===== src/rtl/fft2_feeder.sv =====
// Source side of a radix-2 butterfly: buffers the first half of each 2L block and pairs x[k] with x[k+L].
// Optional FFT2_TW_CONJ_EN: conjugate the twiddle here for inverse blocks and drive ifft low.
module fft2_feeder #(
    parameter int N     = 28,
    parameter int LOG2L = 4
) (
    input  logic                 clk,
    input  logic                 rst,
    input  logic                 in_vld,
    input  logic                 in_sof,
    input  logic [2*N-1:0]       in_data,
    input  logic                 ifft_in,
    output logic [LOG2L-1:0]     tw_addr,
    input  logic [31:0]          tw_data,
    output logic                 out_vld,
    output logic                 out_sof,
    output logic                 out_eof,
    output logic [2*N-1:0]       data0,
    output logic [2*N-1:0]       data1,
    output logic [31:0]          w1,
    output logic                 ifft
);

    localparam int L = 1 << LOG2L;
    localparam logic [LOG2L-1:0] KMAX = '1;

    typedef enum logic {FILL, PAIR} state_t;

    state_t            state_q, state_d;
    logic [LOG2L-1:0]  k_q, k_d;
    logic              blk_ifft_q, blk_ifft_d;
    logic [2*N-1:0]    buf_q [L];
    logic              buf_we;
    logic [LOG2L-1:0]  buf_waddr;
    logic              go_p0;

    logic              vld_p1_q, sof_p1_q, eof_p1_q, ifft_p1_q;
    logic [2*N-1:0]    d0_p1_q, d1_p1_q;

    logic [31:0]       w1_d;
    logic              ifft_d;

    function automatic logic signed [15:0] neg_sat(input logic signed [15:0] v);
        return (v == 16'sh8000) ? 16'sh7FFF : -v;
    endfunction

    always_comb begin
        state_d    = state_q;
        k_d        = k_q;
        blk_ifft_d = blk_ifft_q;
        buf_we     = 1'b0;
        buf_waddr  = k_q;
        go_p0      = 1'b0;
        if (in_vld) begin
            if (in_sof) begin
                buf_we     = 1'b1;
                buf_waddr  = '0;
                k_d        = LOG2L'(1);
                state_d    = FILL;
                blk_ifft_d = ifft_in;
            end else if (state_q == FILL) begin
                buf_we = 1'b1;
                if (k_q == '0) blk_ifft_d = ifft_in;
                k_d = k_q + 1'b1;
                if (k_q == KMAX) state_d = PAIR;
            end else begin
                go_p0 = 1'b1;
                k_d   = k_q + 1'b1;
                if (k_q == KMAX) state_d = FILL;
            end
        end
    end

    always_ff @(posedge clk) begin
        if (rst) begin
            state_q    <= FILL;
            k_q        <= '0;
            blk_ifft_q <= 1'b0;
        end else begin
            state_q    <= state_d;
            k_q        <= k_d;
            blk_ifft_q <= blk_ifft_d;
        end
    end

    always_ff @(posedge clk) begin
        if (buf_we) buf_q[buf_waddr] <= in_data;
    end

    // Stage 1: read x[k], capture x[k+L], present the twiddle address
    always_ff @(posedge clk) begin
        if (rst) begin
            vld_p1_q  <= 1'b0;
            sof_p1_q  <= 1'b0;
            eof_p1_q  <= 1'b0;
            ifft_p1_q <= 1'b0;
            tw_addr   <= '0;
        end else begin
            vld_p1_q <= go_p0;
            if (go_p0) begin
                sof_p1_q  <= (k_q == '0);
                eof_p1_q  <= (k_q == KMAX);
                ifft_p1_q <= blk_ifft_q;
                tw_addr   <= k_q;
            end
        end
    end

    always_ff @(posedge clk) begin
        if (go_p0) begin
            d0_p1_q <= buf_q[k_q];
            d1_p1_q <= in_data;
        end
    end

    always_comb begin
        w1_d   = tw_data;
        ifft_d = ifft_p1_q;
`ifdef FFT2_TW_CONJ_EN
        ifft_d = 1'b0;
        if (ifft_p1_q) w1_d = {tw_data[31:16], neg_sat(tw_data[15:0])};
`endif
    end

    // Stage 2: butterfly-facing outputs; payload holds across gaps
    always_ff @(posedge clk) begin
        if (rst) begin
            out_vld <= 1'b0;
            out_sof <= 1'b0;
            out_eof <= 1'b0;
            data0   <= '0;
            data1   <= '0;
            w1      <= '0;
            ifft    <= 1'b0;
        end else begin
            out_vld <= vld_p1_q;
            out_sof <= vld_p1_q & sof_p1_q;
            out_eof <= vld_p1_q & eof_p1_q;
            if (vld_p1_q) begin
                data0 <= d0_p1_q;
                data1 <= d1_p1_q;
                w1    <= w1_d;
                ifft  <= ifft_d;
            end
        end
    end

endmodule


===== config.mk =====
export PLATFORM = sky130hd
export DESIGN_NAME = fft2_feeder
export DESIGN_NICKNAME = d
export VERILOG_FILES = /design/src/rtl/fft2_feeder.sv
export SDC_FILE = /design/constraint.sdc
export NUM_CORES = 1
export LEC_CHECK = 0
export BUFFER_PORTS_ARGS = -buffer_cell sky130_fd_sc_hd__buf_2
export CORE_ASPECT_RATIO = 1.2
export CORE_MARGIN = 2
export CORE_UTILIZATION = 40
export DETAILED_ROUTE_END_ITERATION = 12
export SLEW_MARGIN = 20
export SYNTH_ARGS = -nofsm -noshare
export SYNTH_HDL_FRONTEND = slang
export SYNTH_SLANG_ARGS = --single-unit

===== constraint.sdc =====
create_clock -name clk -period 4.9 [get_ports clk]
set_clock_uncertainty 0.15 [all_clocks]
set_input_delay 0.245 -clock clk [delete_from_list [all_inputs] [get_ports clk]]
set_output_delay 0.245 -clock clk [all_outputs]
set_load 0.02 [all_outputs]

==> run metrics <==
synth unique cells=29; M3 GR Usage=approximately 2.8%; drt pass-1 iters=6; DRT antenna net count=0; slew margin rel.=between 20 and 25%; Pwr per Cell Area=between 400 and 500 nW/um^2; critical path class=register to register; Worst Hold Class=register to register; crit share post-route=around three fifths; post-place setup slack=1.849 ns; vias in the first global route=roughly 22000; synthesized cell area=approximately 43000 um^2; CTS Hold Buffers Added=between 100 and 150; RSZ-0062 raised after global routing=no; Mapped Nets=about 2100; worst r2r path cells=4; initial antenna violation count=3; WHS Endpoint=tw_addr[1]; Required @ worst endpoint=just over 5 ns; Final Critical Period=a little over 3 ns; FP Rows=approximately 130; clk sinks=between 1000 and 1500; crit-path max FO=23; reg2reg start=k_q[2]; leak pwr=between 15 and 20 nW; CTS resizes=0; crit start category=register; Die Y=~360 um; WP data arrival=around 3.3 ns; Area Growth Syn to Fin=18.98%; Final Max Tran Viols=0; Clock Latency Late Sink=between 0.7 and 0.8 ns; Final HPWL DP=49510 um; endpoints failing setup=0; f_max=between 300 and 400 MHz; #FFs+latches synth=between 1000 and 1500; final hold violations=0; final instance area=50700 um^2; layout cells sized above 1=between 20% and 30%; reg2reg setup slack=around 1.9 ns; post-DR wirelength/cell=24.00 um; GRT Total Usage=between 10% and 20%; TritonCTS clock tree=done; hold path depth=2; GR Util met2=30.23%; DR vias=20930; Mapped Avg Cell Area=approximately 21 um^2; Reg clk slew, reported paths=~0.060 ns; routed wire length=roughly 95000 um; vias per inst=~5.3; Crit. End Element=register; IO Pins=approximately 250; worst hold path startpoint=tw_addr[1]; Placer Congestion=about 0.75; Max Root-Sink Buffers=3; Max Cap Viol=0; H-tree depth=3; clk root buf=clkbuf_16; Port-buffer cells=approximately 240; R2R Path End=buf_q[4][13]; VDD IR-drop max=0.0002892 V; first-pass GRT wire length=~140000 um; dpl cell area=between 40000 and 50000 um^2; status=finished clean; largest net degree at the start of global routing=140; number of remaining DRC errors=0; final net count=2556; grt peak-use layer=met2; chip width=302.0 um; total CTS buffers=around 110; number of fill cells=8588; Starting Density=40.18%; Slew @ Worst Pin=1.132 ns; post-CTS setup buffer count=0; Mapped Cells=2054; DRT iter0 DRCs=between 1500 and 2000; worst setup margin=approximately 1.9 ns; M1 GR Usage=between 20% and 30%; setup TNS=0 ns; PnR Total Power=slightly above 20 mW; sequential element share of the synthesized area=78.64%; yosys warns=0; full die area=approximately 110000 um^2; Congestion Overflow GR=0; diodes inserted=0; Core Area=approximately 110000 um^2
## worst max-delay path, cell delays in order, from the launching register on
cell     delay (ns)
dfxtp_1        0.64
nor2b_4        0.25
nand2_1        0.24
nor2_4         0.92
buf_4          0.44
## power by group
group          switching (mW)  internal (mW)
sequential             0.0181           10.9
combinational           0.388          0.341
clock                    3.73           5.02
## synthesized netlist by cell type
master / instances / area (um^2)
nand4_1: 1 / 6.260
a21oi_1: 12 / 60.06
a22oi_1: 112 / 840.8
and2_1: 3 / 18.77
buf_2: 35 / 175.2
ha_1: 2 / 25.02
nor2_1: 166 / 623.1
buf_6: 10 / 112.6
clkinv_1: 1 / 3.750
nand4b_1: 1 / 8.760
o21ai_0: 4 / 20.02
nand2_1: 75 / 281.5
dfxtp_1: 162 / 3243
buf_1: 4 / 15.01
nor2b_1: 5 / 31.28
a31oi_1: 2 / 12.51
a211oi_1: 1 / 7.510
buf_4: 5 / 37.54
mux4_2: 224 / 5045
nor3_1: 1 / 5.000
edfxtp_1: 1008 / 30270
nor4b_1: 1 / 8.760
clkbuf_1: 61 / 229.0
mux2i_1: 146 / 1461
inv_1: 3 / 11.26
nand3_1: 3 / 15.01
nand3b_1: 3 / 22.52
nand2b_1: 2 / 12.51
nor4bb_1: 1 / 10.01
## stage by stage
step	hold WS (ns)	cells	utilization [%]
after global placement	0.2924	3614	43.04
after CTS	0.2550	3957	47.81
after detailed placement	0.2953	3615	43.06
after floorplan	0.1939	2054	-
final	0.3071	3957	47.81
after global routing	0.3093	3957	47.81
## area by class of cell
type	count	area [um^2]	area share [%]
clock buffer	140	3020	5.957
clock inverter	75	740.7	1.461
inverter	4	20.02	0.03948
multi-input combinational	765	8661	17.08
sequential	1170	33520	66.12
tap	1396	1747	3.445
timing repair buffer	407	2989	5.896
## registers in the layout, summed over array words and instances, names as in the netlist, 4 cells and up
register,count
d1_p1_q,56
w1,32
d0_p1_q,56
data0,56
buf_q,896
k_q,4
data1,56
tw_addr,4
## layer usage
| metal | up-vias | part of all wire, % |
|---|---|---|
| met3 | 130 | 5.6 |
| met2 | 624 | 51 |
| met5 | - | 0.026 |
| li1 | 9131 | - |
| met4 | 4 | 2.2 |
| met1 | 11040 | 41 |
## cell usage in the layout, fill, tap and decap left out, drive strengths merged
cell,instances
edfxtp,1008
buf,280
mux4,224
nor2,166
dfxtp,162
mux2i,146
clkbuf,140
dlygate4sd3,127
a22oi,112
nand2,75
clkinv,47
a21oi,12
bufinv,12
inv,11
clkinvlp,9
nor2b,5
o21ai,4
nand3,3
nand3b,3
and2,3
a31oi,2
nand2b,2
ha,2
nor3,1
nor4bb,1
a211oi,1
nand4,1
nor4b,1
nand4b,1
## logic make-up after synthesis
kind of cell    share of synthesized area (%)
flops                                   78.64
mux                                     15.27
simple gates                            2.449
compound gates                          2.208
buf+inv                                 1.371
fa+ha+maj                             0.05872
## how the worst max path moves through the flow
stage | slack (ns) | cells past startpoint | startpoint | endpoint
3_3_place_gp | 1.88 | 4 | k_q[2] | buf_q[4][15]
4_1_cts | 1.85 | 4 | k_q[2] | buf_q[4][13]
5_1_grt | 1.67 | 7 | k_q[0] | blk_ifft_q
6_report | 1.87 | 4 | k_q[2] | buf_q[4][13]
2_1_floorplan | 0.69 | 6 | k_q[0] | buf_q[15][0]
3_5_place_dp | 1.85 | 4 | k_q[2] | buf_q[4][15]
Note: power is estimated with default switching activity, not from simulation.
